===== config.mk =====
export PLATFORM = sky130hd
export DESIGN_NAME = ipv6_pkt_gen_512_flat
export DESIGN_NICKNAME = d
export VERILOG_FILES = /design/src/rtl/ipv6_pkt_gen_512_if.sv /design/src/rtl/ipv6_pkt_gen_512.sv /design/src/flat_wrapper.sv
export SDC_FILE = /design/constraint.sdc
export NUM_CORES = 1
export LEC_CHECK = 0
export BUFFER_PORTS_ARGS = -buffer_cell sky130_fd_sc_hd__clkbuf_2
export CORE_AREA = 3 3 325 327
export DETAILED_ROUTE_END_ITERATION = 10
export DIE_AREA = 0 0 328 330
export PLACE_DENSITY = 0.35
export SYNTH_ARGS = -nofsm -noshare
export SYNTH_HDL_FRONTEND = slang
export SYNTH_SLANG_ARGS = --single-unit

===== constraint.sdc =====
create_clock -name clk -period 10.9 [get_ports clk]
set_clock_uncertainty 0.15 [all_clocks]
set_input_delay 0.545 -clock clk [delete_from_list [all_inputs] [get_ports clk]]
set_output_delay 0.545 -clock clk [all_outputs]
set_load 0.02 [all_outputs]

===== src/rtl/ipv6_pkt_gen_512_if.sv =====
// ipv6_pkt_gen_512_if: 512b Avalon-ST style stream between a packet source and its sink.
//   valid  source -> sink  beat present
//   ready  sink -> source  sink accepts the beat this cycle
//   sop    source -> sink  first beat of a packet
//   eop    source -> sink  last beat of a packet
//   error  source -> sink  beat carries an error (unused by the generator, always 0)
//   empty  source -> sink  unused bytes on the eop beat
//   data   source -> sink  beat payload, byte 0 in data[511:504]
interface ipv6_pkt_gen_512_if;
  logic         valid;
  logic         ready;
  logic         sop;
  logic         eop;
  logic         error;
  logic [5:0]   empty;
  logic [511:0] data;

  modport master (output valid, sop, eop, error, empty, data, input ready);
  modport slave  (input valid, sop, eop, error, empty, data, output ready);
endinterface


===== src/rtl/ipv6_pkt_gen_512.sv =====
// ipv6_pkt_gen_512: traffic source for the 512b IPv6 parse path.
//   Emits bursts of packets: beat 0 = internal header (sop), beat 1 = IPv6 header
//   placed HDR_OFFSET bytes into the beat, beats 2.. = payload. Config is latched on i_start.
// Parameters:
//   NODE_ID     node index, only reported in elaboration parameter errors
//   SRC_ID      4b source id written into the internal header (0..15)
//   HDR_OFFSET  byte offset of the IPv6 header inside beat 1 (0..24)
//   GAP_CYCLES  idle cycles between packets (0 = back-to-back)
// Build option:
//   IPV6_GEN_LFSR_PAYLOAD_EN  payload = 16 copies of a 32b Galois LFSR (poly 32'h80200003,
//                             seed 32'hACE1_0001 at i_start, one step per payload beat).
//                             Undefined: payload = 16 copies of {pkt_idx, beat_idx}.
// Ports:
//   clk, reset      clock, asynchronous active-high reset (aborts a packet in flight)
//   out             512b stream source (master modport)
//   i_start         one-cycle pulse, latches all i_* config and starts a burst
//   i_num_pkts      packets in the burst (0 -> o_done only)
//   i_pkt_beats     beats per packet including sop; values below 2 are treated as 2
//   i_last_empty    empty value on the eop beat
//   i_hop_limit, i_next_hdr, i_src_addr, i_dst_addr   IPv6 header fields (hop 0 passes through)
//   o_busy          burst in progress, up to and including the o_done cycle
//   o_done          one-cycle pulse at burst completion
//   o_pkt_cnt       packets whose eop was accepted in this burst (saturating)
module ipv6_pkt_gen_512 #(
  parameter int NODE_ID    = 4,
  parameter int SRC_ID     = 0,
  parameter int HDR_OFFSET = 0,
  parameter int GAP_CYCLES = 1
) (
  input  logic                 clk,
  input  logic                 reset,
  ipv6_pkt_gen_512_if.master   out,
  input  logic                 i_start,
  input  logic [15:0]          i_num_pkts,
  input  logic [7:0]           i_pkt_beats,
  input  logic [5:0]           i_last_empty,
  input  logic [7:0]           i_hop_limit,
  input  logic [7:0]           i_next_hdr,
  input  logic [127:0]         i_src_addr,
  input  logic [127:0]         i_dst_addr,
  output logic                 o_busy,
  output logic                 o_done,
  output logic [15:0]          o_pkt_cnt
);

  if (SRC_ID < 0 || SRC_ID > 15 || HDR_OFFSET < 0 || HDR_OFFSET > 24 || GAP_CYCLES < 0) begin : g_param_err
    $error("ipv6_pkt_gen_512 node %0d: SRC_ID/HDR_OFFSET/GAP_CYCLES out of range", NODE_ID);
  end

  localparam int GW = (GAP_CYCLES > 1) ? $clog2(GAP_CYCLES) : 1;
  localparam logic [GW-1:0] GAP_LAST = GW'((GAP_CYCLES > 0) ? GAP_CYCLES - 1 : 0);

  typedef enum logic [2:0] {S_IDLE, S_SOP, S_HDR, S_BODY, S_GAP} state_t;

  state_t         state, state_nxt;
  logic [15:0]    cfg_num;
  logic [7:0]     cfg_beats;
  logic [5:0]     cfg_empty;
  logic [7:0]     cfg_hop, cfg_nh;
  logic [127:0]   cfg_src, cfg_dst;
  logic [7:0]     beat_idx;
  logic [GW-1:0]  gap_cnt;
  logic           start_ok, beat_valid, xfer, last_beat, done_set;
  logic [15:0]    cnt_inc, plen;
  logic [319:0]   hdr_w;
  logic [511:0]   sop_data, hdr_data, body_data;
  logic           sop_c, eop_c;
  logic [5:0]     empty_c;
  logic [511:0]   data_c;

  assign start_ok   = (state == S_IDLE) && i_start && !o_busy;
  assign beat_valid = (state == S_SOP) || (state == S_HDR) || (state == S_BODY);
  assign xfer       = beat_valid && out.ready;
  // beat_idx is 1 on the header beat, so beats==2 makes the header beat the eop beat
  assign last_beat  = (beat_idx == cfg_beats - 8'd1);
  assign cnt_inc    = (o_pkt_cnt == 16'hFFFF) ? o_pkt_cnt : o_pkt_cnt + 16'd1;

  // 16b truncating arithmetic is intended: odd configs wrap rather than saturate
  assign plen = (({8'd0, cfg_beats} - 16'd1) << 6) - 16'(HDR_OFFSET) - 16'd40 - {10'd0, cfg_empty};

  assign hdr_w    = {4'h6, 8'h00, 20'h0_0000, plen, cfg_nh, cfg_hop, cfg_src, cfg_dst};
  assign hdr_data = {hdr_w, 192'd0} >> (HDR_OFFSET * 8);

  always_comb begin
    sop_data          = '0;
    sop_data[510-:4]  = 4'(SRC_ID);
    sop_data[478-:7]  = 7'(HDR_OFFSET);
  end

`ifdef IPV6_GEN_LFSR_PAYLOAD_EN
  localparam logic [31:0] LFSR_POLY = 32'h8020_0003;
  localparam logic [31:0] LFSR_SEED = 32'hACE1_0001;
  logic [31:0] lfsr;
  assign body_data = {16{lfsr}};
`else
  // o_pkt_cnt doubles as the index of the packet in flight
  assign body_data = {16{o_pkt_cnt, 8'd0, beat_idx}};
`endif

  always_ff @(posedge clk or posedge reset) begin
    if (reset) state <= S_IDLE;
    else       state <= state_nxt;
  end

  always_comb begin
    state_nxt = state;
    done_set  = 1'b0;
    sop_c     = 1'b0;
    eop_c     = 1'b0;
    empty_c   = '0;
    data_c    = '0;
    case (state)
      S_IDLE: begin
        if (start_ok) begin
          if (i_num_pkts == 16'd0) done_set  = 1'b1;
          else                     state_nxt = S_SOP;
        end
      end
      S_SOP: begin
        sop_c  = 1'b1;
        data_c = sop_data;
        if (xfer) state_nxt = S_HDR;
      end
      S_HDR, S_BODY: begin
        eop_c   = last_beat;
        empty_c = last_beat ? cfg_empty : 6'd0;
        data_c  = (state == S_HDR) ? hdr_data : body_data;
        if (xfer) begin
          if (!last_beat) begin
            state_nxt = S_BODY;
          end else if (GAP_CYCLES != 0) begin
            state_nxt = S_GAP;
          end else if (cnt_inc < cfg_num) begin
            // zero gap: decide on the count this eop is about to produce
            state_nxt = S_SOP;
          end else begin
            state_nxt = S_IDLE;
            done_set  = 1'b1;
          end
        end
      end
      S_GAP: begin
        if (gap_cnt == GAP_LAST) begin
          if (o_pkt_cnt < cfg_num) state_nxt = S_SOP;
          else begin
            state_nxt = S_IDLE;
            done_set  = 1'b1;
          end
        end
      end
      default: state_nxt = S_IDLE;
    endcase
  end

  always_ff @(posedge clk or posedge reset) begin
    if (reset) begin
      cfg_num   <= '0;
      cfg_beats <= 8'd2;
      cfg_empty <= '0;
      cfg_hop   <= '0;
      cfg_nh    <= '0;
      cfg_src   <= '0;
      cfg_dst   <= '0;
      beat_idx  <= '0;
      gap_cnt   <= '0;
      o_pkt_cnt <= '0;
      o_busy    <= 1'b0;
      o_done    <= 1'b0;
`ifdef IPV6_GEN_LFSR_PAYLOAD_EN
      lfsr      <= LFSR_SEED;
`endif
    end else begin
      o_done  <= done_set;
      gap_cnt <= (state == S_GAP) ? gap_cnt + GW'(1) : '0;
      if (start_ok) begin
        cfg_num   <= i_num_pkts;
        cfg_beats <= (i_pkt_beats < 8'd2) ? 8'd2 : i_pkt_beats;
        cfg_empty <= i_last_empty;
        cfg_hop   <= i_hop_limit;
        cfg_nh    <= i_next_hdr;
        cfg_src   <= i_src_addr;
        cfg_dst   <= i_dst_addr;
        beat_idx  <= '0;
        o_pkt_cnt <= '0;
        o_busy    <= (i_num_pkts != 16'd0);
`ifdef IPV6_GEN_LFSR_PAYLOAD_EN
        lfsr      <= LFSR_SEED;
`endif
      end else begin
        if (o_done) o_busy <= 1'b0;
        if (xfer) begin
          beat_idx <= eop_c ? 8'd0 : beat_idx + 8'd1;
          if (eop_c) o_pkt_cnt <= cnt_inc;
`ifdef IPV6_GEN_LFSR_PAYLOAD_EN
          // right-shifting Galois form: feedback applied when bit 0 shifts out
          if (state == S_BODY) lfsr <= {1'b0, lfsr[31:1]} ^ (lfsr[0] ? LFSR_POLY : 32'd0);
`endif
        end
      end
    end
  end

  assign out.valid = beat_valid;
  assign out.sop   = sop_c;
  assign out.eop   = eop_c;
  assign out.error = 1'b0;
  assign out.empty = empty_c;
  assign out.data  = data_c;

endmodule


===== src/flat_wrapper.sv =====
// flat-port wrapper written by rule: the top's interface ports become plain ports
module ipv6_pkt_gen_512_flat 
#(
  parameter int NODE_ID    = 4,
  parameter int SRC_ID     = 0,
  parameter int HDR_OFFSET = 0,
  parameter int GAP_CYCLES = 1
)
  (clk, reset, i_start, i_num_pkts, i_pkt_beats, i_last_empty, i_hop_limit, i_next_hdr, i_src_addr, i_dst_addr, o_busy, o_done, o_pkt_cnt, out_valid, out_sop, out_eop, out_error, out_empty, out_data, out_ready);
  ipv6_pkt_gen_512_if out_i ();
  input  logic clk;
  input  logic reset;
  input  logic i_start;
  input  logic [15:0] i_num_pkts;
  input  logic [7:0] i_pkt_beats;
  input  logic [5:0] i_last_empty;
  input  logic [7:0] i_hop_limit;
  input  logic [7:0] i_next_hdr;
  input  logic [127:0] i_src_addr;
  input  logic [127:0] i_dst_addr;
  output logic o_busy;
  output logic o_done;
  output logic [15:0] o_pkt_cnt;
  output wire logic [$bits(out_i.valid)-1:0] out_valid;
  output wire logic [$bits(out_i.sop)-1:0] out_sop;
  output wire logic [$bits(out_i.eop)-1:0] out_eop;
  output wire logic [$bits(out_i.error)-1:0] out_error;
  output wire logic [$bits(out_i.empty)-1:0] out_empty;
  output wire logic [$bits(out_i.data)-1:0] out_data;
  input wire logic [$bits(out_i.ready)-1:0] out_ready;
  assign out_valid = out_i.valid;
  assign out_sop = out_i.sop;
  assign out_eop = out_i.eop;
  assign out_error = out_i.error;
  assign out_empty = out_i.empty;
  assign out_data = out_i.data;
  assign out_i.ready = out_ready;
  ipv6_pkt_gen_512 #(.NODE_ID(NODE_ID), .SRC_ID(SRC_ID), .HDR_OFFSET(HDR_OFFSET), .GAP_CYCLES(GAP_CYCLES)) u_core (.clk(clk), .reset(reset), .out(out_i), .i_start(i_start), .i_num_pkts(i_num_pkts), .i_pkt_beats(i_pkt_beats), .i_last_empty(i_last_empty), .i_hop_limit(i_hop_limit), .i_next_hdr(i_next_hdr), .i_src_addr(i_src_addr), .i_dst_addr(i_dst_addr), .o_busy(o_busy), .o_done(o_done), .o_pkt_cnt(o_pkt_cnt));
endmodule

==> results.json <==
{
  "status": "completed",
  "nNetsFinal": 3382,
  "synth-seq-cells": 332,
  "clkLatencyLatePin_ns": 0.61,
  "max_slew.worst_pin.slew_ns": 1.15,
  "synthCells": 2201,
  "cts_buffers": 47,
  "dieArea_um2": 108000,
  "post-place-ws_ns": 7.32,
  "slowest_stage": "a221oi_1",
  "cts_sinks": 332,
  "slew_violations": 0,
  "setup_ws_ns": 6.70,
  "final_util_pct": 25.7,
  "hold_path.class": "input port to register",
  "clock-root-buffer": "clkbuf_16",
  "cts_tree": "built",
  "grt_pass1_vias": 18000,
  "hpwlAfterDp_mm": 62.2,
  "max-vdd-ir-drop_v": 0.000102,
  "crit_arrival_ns": 3.51,
  "finalSetupViolations": 0,
  "async_reset_ff_share_pct": 100,
  "io_pins": 846,
  "fmax_ghz": 0.238,
  "synth_edf_count": 0,
  "numPortBuffers": 788,
  "p_sw_uw": 980,
  "drtIter0Drc": 974,
  "tns_ns": 0,
  "ys_seq_area_share_pct": 46.0,
  "drive_gt1_share_pct": 29.6,
  "maxSlewHeadroom_pct": 23.1,
  "vias_per_cell": 3.99,
  "critPathMaxFanout": 11,
  "synthesis.area_um2": 18100,
  "min-delay-start": "i_src_addr[115]",
  "rr_worst_depth": 6,
  "clockBufferDepth": 3,
  "fp.dieW_um": 328,
  "grt_usage_pct": 15.9,
  "crit_path_end_kind": "output pin",
  "grt_max_degree": 121,
  "hold_end": "u_core.cfg_src[115]",
  "cap_violations": 0,
  "core_region_area_um2": 103000,
  "synth_cell_type_count": 57,
  "path_class": "register to output pin",
  "place.gp.congestion": 0.769,
  "antenna_left": 0,
  "timing.rr.start": "u_core.state[1]",
  "p_leak_uw": 0.0162,
  "rows": 118,
  "max_stage_delay_ns": 0.60,
  "cp-start-kind": "register",
  "p_comb_share_pct": 16.1,
  "r2r_setup_slack_ns": 7.44,
  "critPathBufInv": 2,
  "dominantRegCellSynth": "dfrtp_1",
  "hold_viol": 0,
  "h-tree-depth": 2,
  "die_h_um": 330,
  "path_clk_slew_ns": 0.06,
  "via_count": 17800,
  "syn_area_per_cell_um2": 8.21,
  "crit_chain": "inv_1 > ha_1 > nor3b_1 > a221oi_1 > a211oi_1 > or3_1 > a31o_2 > clkbuf_2",
  "drt-pass1-iter-count": 5,
  "path_delay_family": "compound AO/OA/AOI/OAI gates",
  "seq_power_share_pct": 37.3,
  "post_cts_resized": 0,
  "antenna_found_initial": 9,
  "required_ns": 10.21,
  "start_util_pct": 17.5,
  "wl_mm": 90.2,
  "min_path_cells": 3,
  "hold-worst-slack_ns": 0.0549,
  "clkPwrFrac_pct": 46.6,
  "internal-power_uw": 2380,
  "synthToLayoutAreaGrowth_pct": 46.8,
  "drc": 0,
  "r2r_end": "u_core.cfg_src[24]",
  "postCtsSetupRepairBufs": 0,
  "gr-total-overflow": 0,
  "ys_warn_count": 0,
  "wl_per_cell_um": 20.2,
  "grt_setup_unrepaired": "false",
  "fin_crit_ns": 4.20,
  "min_period_over_period_pct": 38.6,
  "sw_frac_of_total_pct": 29.2,
  "grt_pass1_wl_mm": 127,
  "p_per_area_nw_per_um2": 127
}
==> state kept, by name (all words and copies together), names as in the netlist <==
register          flops
u_core.cfg_dst      128
u_core.cfg_src      128
u_core.cfg_num       16
u_core.o_pkt_cnt     16
u_core.beat_idx       8
u_core.cfg_beats      8
u_core.cfg_hop        8
u_core.cfg_nh         8
u_core.cfg_empty      6
u_core.state          3
u_core.gap_cnt        1
u_core.o_busy         1
u_core.o_done         1
==> through the flow <==
stage | area, um2 | std cells | total power (uW)
after floorplan | 18300 | 2257 | 1560
after global placement | 22100 | 4099 | 1740
after detailed placement | 22100 | 4099 | 1740
after CTS | 26500 | 4464 | 3440
after global routing | 26500 | 4464 | 3500
final | 26500 | 4465 | 3360
==> kinds of logic after synthesis <==
kind of cell	Yosys count	share of synthesized area, %
buffers and inverters	379	12.1
XOR/XNOR	25	1.29
AND/OR/NAND/NOR	1135	26.6
AO/OA/AOI/OAI	293	11.7
multiplexers	12	0.665
adder cells (fa/ha/maj)	24	1.66
other	1	0.0208
flip-flops	332	46.0
==> cell type report <==
type	instances	area, um2
Clock inverter	8	120
Timing Repair Buffer	1090	6950
Fill cell	11500	76700
Tap cell	1380	1730
Sequential cell	332	8310
Antenna cell	1	2.50
Inverter	35	139
Multi-Input combinational cell	1546	7840
Clock buffer	73	1420
==> cells in the mapped netlist, drive strengths merged, types with 16 or more instances <==
| cell type | n | area (um2) |
|---|---|---|
| dfrtp | 331 | 8280 |
| o21ai | 34 | 170 |
| and2 | 78 | 488 |
| xnor2 | 16 | 140 |
| ha | 24 | 300 |
| inv | 35 | 131 |
| clkbuf | 135 | 507 |
| a21o | 200 | 1500 |
| nand3 | 21 | 105 |
| buf | 209 | 1540 |
| and3 | 30 | 188 |
| nand2 | 914 | 3430 |
==> metal layers <==
layer  part of all wire [%]  vias to the layer above  track usage [%]
li1                       -                     8474                -
met1                     42                     8639             19.8
met2                     50                      587             27.9
met3                    5.0                      108             2.61
met4                    2.9                        4             5.18
met5                  0.041                        -                0
==> worst max path at each step <==
| stage | start | to | cells past startpoint |
|---|---|---|---|
| 2_1_floorplan | reset | u_core.beat_idx[0] | 1 |
| 3_3_place_gp | u_core.cfg_beats[0] | out_data[474] | 8 |
| 3_5_place_dp | u_core.cfg_beats[0] | out_data[474] | 8 |
| 4_1_cts | u_core.cfg_beats[0] | out_data[474] | 8 |
| 5_1_grt | u_core.cfg_beats[0] | out_data[474] | 8 |
| 6_report | u_core.cfg_beats[0] | out_data[474] | 8 |
==> power groups by stage <==
stage,sequential [uW],combinational [uW],clock (uW)
after floorplan,1270,287,0
after global placement,1270,466,0
after detailed placement,1270,464,0
after CTS,1250,555,1630
after global routing,1250,580,1670
final,1250,542,1560
==> repair_timing <==
| item | 4_1_cts | 5_1_grt |
|---|---|---|
| hold buffers | 284 | 0 |
| setup endpoints to repair | 0 | 0 |
| endpoints found under the hold margin | 340 | 0 |
==> cell usage in the layout, fill, tap and decap left out, types with 13 or more instances in the layout <==
cell,n
nand2_1,914
clkbuf_2,788
dfrtp_1,331
dlygate4sd3_1,284
a21o_1,200
and2_1,77
conb_1,57
clkbuf_16,47
inv_1,34
o21ai_0,34
ha_1,24
nand3_1,20
and3_2,18
xnor2_1,16
buf_4,16
clkbuf_8,15
nor4_1,14
nor2_1,13
nor3_1,13
a21oi_1,13
==> worst register-to-register path, delay by kind of cell (launching register included) <==
kind | cells | cell delay [ns]
flops | 1 | 0.41
simple gates | 4 | 1.31
buf+inv | 2 | 1.53
Note: power is estimated with default switching activity, not from simulation.
